File: src/rtl/frame_burst_writer_if.sv
`default_nettype none
// ============================================================================
//  Module      : frame_burst_writer_if
//  Description : Bundles the FIFO read port and SDRAM write port seen by the
//                frame burst writer. The master modport is the writer itself;
//                the slave modport is the FIFO/SDRAM side.
//  Revision    : 1.0 - initial release
// ============================================================================
interface frame_burst_writer_if #(
    parameter int PIXEL_BIT_WIDTH     = 16,
    parameter int WORD_LENGTH_SDRAM   = 16,
    parameter int ADDRESS_WIDTH_SDRAM = 24,
    parameter int BURST_COUNT_WIDTH   = 17
);
    // FIFO read side
    logic [PIXEL_BIT_WIDTH-1:0]     i_fifo_data;
    logic                           i_fifo_empty;
    logic                           o_fifo_rd_en;
    // Frame timing
    logic                           i_frame_sync;
    logic                           o_frame_done;
    logic [BURST_COUNT_WIDTH-1:0]   o_burst_count;
    // SDRAM controller write port
    logic                           o_enable;
    logic                           o_rw;
    logic [ADDRESS_WIDTH_SDRAM-1:0] o_addr;
    logic [WORD_LENGTH_SDRAM-1:0]   o_data;
    logic                           i_busy;
    logic                           i_word_req;

    modport master (
        input  i_fifo_data, i_fifo_empty, i_frame_sync, i_busy, i_word_req,
        output o_fifo_rd_en, o_enable, o_rw, o_addr, o_data, o_frame_done,
               o_burst_count
    );

    modport slave (
        output i_fifo_data, i_fifo_empty, i_frame_sync, i_busy, i_word_req,
        input  o_fifo_rd_en, o_enable, o_rw, o_addr, o_data, o_frame_done,
               o_burst_count
    );
endinterface
`default_nettype wire

File: src/rtl/frame_burst_writer.sv
`default_nettype none
// ============================================================================
//  Module      : frame_burst_writer
//  Description : Pops pixels from the pixel FIFO into a single burst buffer,
//                then issues one SDRAM write burst per full buffer. Addresses
//                advance linearly through a frame region and wrap per frame;
//                frame sync restarts the frame at the base address.
//  Revision    : 1.0 - initial release
// ============================================================================
module frame_burst_writer #(
    parameter int PIXEL_BIT_WIDTH     = 16,
    parameter int WORD_LENGTH_SDRAM   = 16,
    parameter int BURST_LENGTH_SDRAM  = 8,
    parameter int FRAME_WIDTH         = 640,
    parameter int FRAME_HEIGHT        = 480,
    parameter int ADDRESS_WIDTH_SDRAM = 24,
    parameter int BASE_ADDR           = 0
) (
    input  wire logic             CLK,
    input  wire logic             RST,
    frame_burst_writer_if.master  bus
);
    localparam int FRAME_PIXELS = FRAME_WIDTH * FRAME_HEIGHT;
    localparam int FRAME_BURSTS = FRAME_PIXELS / BURST_LENGTH_SDRAM;
    localparam int CW           = $clog2(BURST_LENGTH_SDRAM) + 1;
    localparam int IW           = $clog2(BURST_LENGTH_SDRAM);
    localparam int BCW          = $clog2(FRAME_BURSTS) + 1;
    localparam int AW           = ADDRESS_WIDTH_SDRAM;

    localparam logic [AW-1:0]  C_BASE_ADDR  = AW'(BASE_ADDR);
    localparam logic [AW-1:0]  C_FRAME_END  = AW'(BASE_ADDR + FRAME_PIXELS);
    localparam logic [AW-1:0]  C_BURST_STEP = AW'(BURST_LENGTH_SDRAM);
    localparam logic [CW-1:0]  C_BL_CNT     = CW'(BURST_LENGTH_SDRAM);
    localparam logic [CW-1:0]  C_LAST_IDX   = CW'(BURST_LENGTH_SDRAM - 1);
    localparam logic [CW-1:0]  C_CNT_ONE    = CW'(1);
    localparam logic [BCW-1:0] C_BC_ONE     = BCW'(1);

    typedef enum logic [1:0] {
        S_FILL = 2'd0,
        S_REQ  = 2'd1,
        S_XFER = 2'd2
    } state_t;

    state_t               r_state_q,       w_state_d;
    logic [CW-1:0]        r_issued_q,      w_issued_d;
    logic [CW-1:0]        r_captured_q,    w_captured_d;
    logic [CW-1:0]        r_widx_q,        w_widx_d;
    logic                 r_pend_q,        w_pend_d;
    logic                 r_sync_pend_q,   w_sync_pend_d;
    logic [AW-1:0]        r_addr_q,        w_addr_d;
    logic [BCW-1:0]       r_burst_count_q, w_burst_count_d;
    logic                 r_enable_q,      w_enable_d;
    logic                 r_frame_done_q,  w_frame_done_d;

    logic [PIXEL_BIT_WIDTH-1:0] r_buf_q [BURST_LENGTH_SDRAM];

    logic                 w_rd_en;
    logic                 w_buf_we;
    logic [AW-1:0]        w_addr_next;

    // Next-state, counter, address and output-register computation
    always_comb begin
        w_state_d       = r_state_q;
        w_issued_d      = r_issued_q;
        w_captured_d    = r_captured_q;
        w_widx_d        = r_widx_q;
        w_pend_d        = 1'b0;
        w_sync_pend_d   = r_sync_pend_q;
        w_addr_d        = r_addr_q;
        w_burst_count_d = r_burst_count_q;
        w_enable_d      = r_enable_q;
        w_frame_done_d  = 1'b0;
        w_buf_we        = 1'b0;
        w_addr_next     = r_addr_q + C_BURST_STEP;
        // Pops only while filling; reset suppresses them so no pixel is lost
        w_rd_en         = !RST && (r_state_q == S_FILL) && !bus.i_fifo_empty
                          && (r_issued_q < C_BL_CNT);

        case (r_state_q)
            S_FILL: begin
                if (bus.i_frame_sync) begin
                    // Restart the frame: drop partial burst and in-flight word
                    w_issued_d      = '0;
                    w_captured_d    = '0;
                    w_pend_d        = 1'b0;
                    w_sync_pend_d   = 1'b0;
                    w_addr_d        = C_BASE_ADDR;
                    w_burst_count_d = '0;
                end else begin
                    w_pend_d = w_rd_en;
                    if (w_rd_en) begin
                        w_issued_d = r_issued_q + C_CNT_ONE;
                    end
                    if (r_pend_q) begin
                        w_buf_we     = 1'b1;
                        w_captured_d = r_captured_q + C_CNT_ONE;
                    end
                    if (w_captured_d == C_BL_CNT) begin
                        w_state_d  = S_REQ;
                        w_enable_d = 1'b1;
                    end
                end
            end
            S_REQ: begin
                if (bus.i_frame_sync) begin
                    w_sync_pend_d = 1'b1;
                end
                if (!bus.i_busy) begin
                    w_state_d  = S_XFER;
                    w_enable_d = 1'b0;
                end
            end
            S_XFER: begin
                w_sync_pend_d = r_sync_pend_q | bus.i_frame_sync;
                if (bus.i_word_req) begin
                    if (r_widx_q == C_LAST_IDX) begin
                        w_widx_d     = '0;
                        w_issued_d   = '0;
                        w_captured_d = '0;
                        w_state_d    = S_FILL;
                        if (w_addr_next == C_FRAME_END) begin
                            w_addr_d        = C_BASE_ADDR;
                            w_burst_count_d = '0;
                            w_frame_done_d  = 1'b1;
                        end else begin
                            w_addr_d        = w_addr_next;
                            w_burst_count_d = r_burst_count_q + C_BC_ONE;
                        end
                        // A sync seen during this burst overrides the advance
                        if (r_sync_pend_q || bus.i_frame_sync) begin
                            w_addr_d        = C_BASE_ADDR;
                            w_burst_count_d = '0;
                            w_sync_pend_d   = 1'b0;
                        end
                    end else begin
                        w_widx_d = r_widx_q + C_CNT_ONE;
                    end
                end
            end
            default: begin
                w_state_d = S_FILL;
            end
        endcase
    end

    // Control state and registered outputs; reset overrides everything
    always_ff @(posedge CLK) begin
        if (RST) begin
            r_state_q       <= S_FILL;
            r_issued_q      <= '0;
            r_captured_q    <= '0;
            r_widx_q        <= '0;
            r_pend_q        <= 1'b0;
            r_sync_pend_q   <= 1'b0;
            r_addr_q        <= C_BASE_ADDR;
            r_burst_count_q <= '0;
            r_enable_q      <= 1'b0;
            r_frame_done_q  <= 1'b0;
        end else begin
            r_state_q       <= w_state_d;
            r_issued_q      <= w_issued_d;
            r_captured_q    <= w_captured_d;
            r_widx_q        <= w_widx_d;
            r_pend_q        <= w_pend_d;
            r_sync_pend_q   <= w_sync_pend_d;
            r_addr_q        <= w_addr_d;
            r_burst_count_q <= w_burst_count_d;
            r_enable_q      <= w_enable_d;
            r_frame_done_q  <= w_frame_done_d;
        end
    end

    // Burst buffer: data storage only, contents are don't-care until filled
    always_ff @(posedge CLK) begin
        if (w_buf_we) begin
            r_buf_q[r_captured_q[IW-1:0]] <= bus.i_fifo_data;
        end
    end

    assign bus.o_fifo_rd_en  = w_rd_en;
    assign bus.o_enable      = r_enable_q;
    assign bus.o_rw          = 1'b0;
    assign bus.o_addr        = r_enable_q ? r_addr_q : '0;
    assign bus.o_data        = (r_state_q == S_XFER) ? r_buf_q[r_widx_q[IW-1:0]] : '0;
    assign bus.o_frame_done  = r_frame_done_q;
    assign bus.o_burst_count = r_burst_count_q;

endmodule
`default_nettype wire
File: src/flat_wrapper.sv
// flat-port wrapper written by rule: the top's interface ports become plain ports
module frame_burst_writer_flat 
#(
    parameter int PIXEL_BIT_WIDTH     = 16,
    parameter int WORD_LENGTH_SDRAM   = 16,
    parameter int BURST_LENGTH_SDRAM  = 8,
    parameter int FRAME_WIDTH         = 640,
    parameter int FRAME_HEIGHT        = 480,
    parameter int ADDRESS_WIDTH_SDRAM = 24,
    parameter int BASE_ADDR           = 0
)
  (CLK, RST, bus_i_fifo_data, bus_i_fifo_empty, bus_i_frame_sync, bus_i_busy, bus_i_word_req, bus_o_fifo_rd_en, bus_o_enable, bus_o_rw, bus_o_addr, bus_o_data, bus_o_frame_done, bus_o_burst_count);
  frame_burst_writer_if #(.PIXEL_BIT_WIDTH(PIXEL_BIT_WIDTH), .WORD_LENGTH_SDRAM(WORD_LENGTH_SDRAM), .ADDRESS_WIDTH_SDRAM(ADDRESS_WIDTH_SDRAM)) bus_i ();
  input  wire logic CLK;
  input  wire logic RST;
  input wire logic [$bits(bus_i.i_fifo_data)-1:0] bus_i_fifo_data;
  input wire logic [$bits(bus_i.i_fifo_empty)-1:0] bus_i_fifo_empty;
  input wire logic [$bits(bus_i.i_frame_sync)-1:0] bus_i_frame_sync;
  input wire logic [$bits(bus_i.i_busy)-1:0] bus_i_busy;
  input wire logic [$bits(bus_i.i_word_req)-1:0] bus_i_word_req;
  output wire logic [$bits(bus_i.o_fifo_rd_en)-1:0] bus_o_fifo_rd_en;
  output wire logic [$bits(bus_i.o_enable)-1:0] bus_o_enable;
  output wire logic [$bits(bus_i.o_rw)-1:0] bus_o_rw;
  output wire logic [$bits(bus_i.o_addr)-1:0] bus_o_addr;
  output wire logic [$bits(bus_i.o_data)-1:0] bus_o_data;
  output wire logic [$bits(bus_i.o_frame_done)-1:0] bus_o_frame_done;
  output wire logic [$bits(bus_i.o_burst_count)-1:0] bus_o_burst_count;
  assign bus_i.i_fifo_data = bus_i_fifo_data;
  assign bus_i.i_fifo_empty = bus_i_fifo_empty;
  assign bus_i.i_frame_sync = bus_i_frame_sync;
  assign bus_i.i_busy = bus_i_busy;
  assign bus_i.i_word_req = bus_i_word_req;
  assign bus_o_fifo_rd_en = bus_i.o_fifo_rd_en;
  assign bus_o_enable = bus_i.o_enable;
  assign bus_o_rw = bus_i.o_rw;
  assign bus_o_addr = bus_i.o_addr;
  assign bus_o_data = bus_i.o_data;
  assign bus_o_frame_done = bus_i.o_frame_done;
  assign bus_o_burst_count = bus_i.o_burst_count;
  frame_burst_writer #(.PIXEL_BIT_WIDTH(PIXEL_BIT_WIDTH), .WORD_LENGTH_SDRAM(WORD_LENGTH_SDRAM), .BURST_LENGTH_SDRAM(BURST_LENGTH_SDRAM), .FRAME_WIDTH(FRAME_WIDTH), .FRAME_HEIGHT(FRAME_HEIGHT), .ADDRESS_WIDTH_SDRAM(ADDRESS_WIDTH_SDRAM), .BASE_ADDR(BASE_ADDR)) u_core (.CLK(CLK), .RST(RST), .bus(bus_i));
endmodule
File: config.mk
export PLATFORM = sky130hd
export DESIGN_NAME = frame_burst_writer_flat
export DESIGN_NICKNAME = d
export VERILOG_FILES = /design/src/rtl/frame_burst_writer_if.sv /design/src/rtl/frame_burst_writer.sv /design/src/flat_wrapper.sv
export SDC_FILE = /design/constraint.sdc
export NUM_CORES = 1
export LEC_CHECK = 0
export CORE_MARGIN = 5
export CORE_UTILIZATION = 51
export CTS_BUF_LIST = sky130_fd_sc_hd__clkbuf_4 sky130_fd_sc_hd__clkbuf_8
export DETAILED_ROUTE_END_ITERATION = 10
export GPL_TIMING_DRIVEN = 0
export PLACE_DENSITY = 0.73
export SYNTH_ARGS = -nofsm -noshare
export SYNTH_HDL_FRONTEND = slang
export SYNTH_SLANG_ARGS = --single-unit
File: constraint.sdc
create_clock -name CLK -period 6.5 [get_ports CLK]
set_input_delay 0.65 -clock CLK [delete_from_list [all_inputs] [get_ports CLK]]
set_output_delay 0.65 -clock CLK [all_outputs]
set_load 0.005 [all_outputs]
==> impl_metrics.ini <==
[power_and_ir_drop]
switchingPower_mw = 0.467
p_comb_share_pct = 2.7
p_clk_share_pct = 37.3
ir_drop_mv = 0.137
power_frac_seq_pct = 60.0
power_density_nw_per_um2 = 215
p_int_mw = 1.66
power_switching_share_pct = 22.0
power_mw = 2.12
power.leakage_nw = 3.19

[synthesis]
yosysTopAreaCell = edfxtp_1
synthMuxAreaShare_pct = 11.1
yosys_warnings = 0
yosys.area_share.simple_pct = 14.6
synth_area_leaders = edfxtp_1, dfxtp_1, mux4_2
syn_inst = 637
ys_types = 63
synth.ff_latch_count = 187
synth_compound_area_share_pct = 7.27
synth_edf_count = 128
yosysSeqAreaShare_pct = 60.6
avgSynthCellArea_sq_um = 13.0
synth-adder-area-share_pct = 1.36
async_flop_share_pct = 0
synthFlopType = edfxtp_1
synthDominantCellAreaShare_pct = 46.3
synth_area_sq_um = 8290
synth_top_family_by_area = simple AND/OR/NAND/NOR gates
synth_xor_area_share_pct = 2.32

[sta]
fin_crit_sh_pct = 57.9
period_needed_ns = 3.76
relSlewSlack_pct = 35.0
max_freq_mhz = 266
hold_violations = 0
tightestPinTransition_ns = 0.976
final-setup-viol-count = 0
skew_ns = 0.0113
slew_violations = 0
fin_setup_tns_ns = 0
rsz0062_at_grt = false

[final_layout]
final_core_util_pct = 62.0
diodes = 0
fin_cells = 974
finalInstanceArea_sq_um = 9890
drive_gt1_share_pct = 14.2
nets = 776
synthToLayoutAreaGrowth_pct = 19.2

[route]
drtPass1Iterations = 6
via_per_inst = 5.78
drt_first_iter_violations = 416
drt.antenna.violating_nets = 0
drcViolationCount = 0
wire_per_inst_um = 19.3
vias = 5628
drt_wl_total_um = 18800

[clock_network]
cts_tree = yes
post_cts_buffers = 0
cts_resized = 0
clk_latency_ns = 0.46
hold_buffers = 0
root_buffer = clkbuf_8
cts_max_level = 4
clockBufferDepth = 2
cts_buffers = 17
cts.sinks = 187
clk_pin_slew_ns = 0.10

[global_routing]
grt_pass1_wl_um = 29600
antenna_found_initial = 0
grt_max_degree = 19
track_usage_pct = 20.6
grt_pass1_vias = 5626
grt_overflow_total = 0

[outcome]
status = finished, final reports clean

[die]
die_h_um = 138
start_util_pct = 52.0
ios = 83
core_sq_um = 15900
die-area_sq_um = 18900
fp-row-count = 46
die_x_um = 138

[critical_path]
crit_fanout = 10
critPathSlowestCell = buf_1
critPathKind = reg -> out
r2r_slack_ns = 3.22
arrival_ns = 3.11
critical_path_buf_inv_count = 3
crit_family = buffers and inverters
timing.rr.end = u_core.bus.o_burst_count[12]
crit_path_cell_trace = clkbuf_1 > buf_1 > mux4_2 > mux2i_1 > nor2b_1 > clkdlybuf4s50_1
endpoint_kind = output port
start_kind = flip-flop
crit_path_max_incr_delay_ns = 0.75
timing.rr.start = u_core.r_addr_q[3]
crit_required_ns = 5.85
reg2reg_depth = 10

[place]
place_area_sq_um = 9480
hpwl_um = 13400
portBuffers = 78
gp_congestion = 0.863
dp_cells = 942

[worst_hold_path]
holdPathStages = 2
hold_end = u_core.bus.o_burst_count[15]
hold_class = reg -> reg
holdCritStartpoint = u_core.bus.o_burst_count[15]

[run]
cap_violations = 0
[stage by stage]
stage	hold WS, ns	worst slack (ns)
floorplan	0.449	3.89
global placement	0.462	2.17
detailed placement	0.474	3.16
CTS	0.493	2.62
global route	0.520	2.43
finish	0.494	2.74
[power by group through the flow]
| stage | logic, mW | clock network, mW | registers (mW) |
|---|---|---|---|
| after detailed placement | 0.0566 | 0 | 1.30 |
| final | 0.0573 | 0.793 | 1.27 |
| after CTS | 0.0569 | 0.808 | 1.27 |
| after global placement | 0.0538 | 0 | 1.30 |
| after global routing | 0.0629 | 0.851 | 1.27 |
| after floorplan | 0.0235 | 0 | 1.30 |
[synthesized netlist by cell type, types with 9 or more instances]
master and number:
mux2i_1 19, nor2_1 54, nand3_1 19, edfxtp_1 128
nor2b_1 22, a21oi_1 25, clkbuf_1 20, inv_1 9
dfxtp_1 59, and2_1 23, ha_1 9, xor2_1 12
nand4_1 10, nand2_1 38, nor3_1 11, o21ai_0 16
xnor2_1 10, mux4_2 32
[logic make-up (layout without fill, tap and decap cells)]
family / Yosys count / after routing
compound gates: 90 / 90
simple gates: 226 / 226
fa+ha+maj: 9 / 9
other cells: 1 / 4
mux: 52 / 52
flops: 187 / 187
buf+inv: 50 / 168
xor+xnor: 22 / 22
[cell usage in the layout, fill, tap and decap left out, types with 19 or more instances in the layout]
master	netlist	layout
mux4_2	32	32
a21oi_1	25	25
nand3_1	19	19
clkbuf_1	20	20
nand2_1	38	38
nor2_1	54	48
dfxtp_1	59	59
edfxtp_1	128	128
clkdlybuf4s50_1	0	78
and2_1	23	23
nor2b_1	22	22
mux2i_1	19	19
[routing by layer]
layer | routed length (um) | GRT usage (%)
met1 | 8500 | 28.5
met2 | 8970 | 32.6
met3 | 1050 | 5.15
met4 | 284 | 5.88
met5 | 0 | 0
[flip-flops by register name, indices dropped and copies added, names as in the netlist, named ones only]
signal                    flops
u_core.bus.o_burst_count     17
u_core.r_widx_q               4
u_core.bus.o_frame_done       1
u_core.r_state_q              2
u_core.r_buf_q              128
u_core.r_pend_q               1
u_core.r_captured_q           4
u_core.r_sync_pend_q          1
u_core.bus.o_enable           1
u_core.r_issued_q             4
u_core.r_addr_q              21
[worst reg2reg max path: cells and delay by family, from the launching register on]
| family | cells | cell delay [ns] |
|---|---|---|
| buf+inv | 2 | 0.52 |
| flops | 1 | 0.50 |
| xor+xnor | 1 | 0.12 |
| compound gates | 1 | 0.19 |
| fa+ha+maj | 1 | 0.32 |
| simple gates | 5 | 1.54 |
[final cells by class]
type,instances,area (sq um)
Inverter,9,33.8
Multi-Input combinational cell,403,3080
Sequential cell,187,5020
Timing Repair Buffer,86,875
Clock buffer,18,241
Clock inverter,14,171
Tap cell,216,270
Fill cell,1243,6050
Buffer,41,189
[worst max-delay path by stage]
stage                                end  cells past startpoint           startpoint  slack, ns
CTS                       bus_o_data[13]                      6            flip-flop       2.62
detailed placement        bus_o_data[11]                      6            flip-flop       3.16
global placement    u_core.r_buf_q[1][8]                      4     bus_i_frame_sync       2.17
floorplan           u_core.r_buf_q[1][0]                      5  u_core.r_state_q[1]       3.89
finish                    bus_o_data[13]                      6            flip-flop       2.74
global route              bus_o_data[11]                      6            flip-flop       2.43
(Power assumes the default switching activity.)
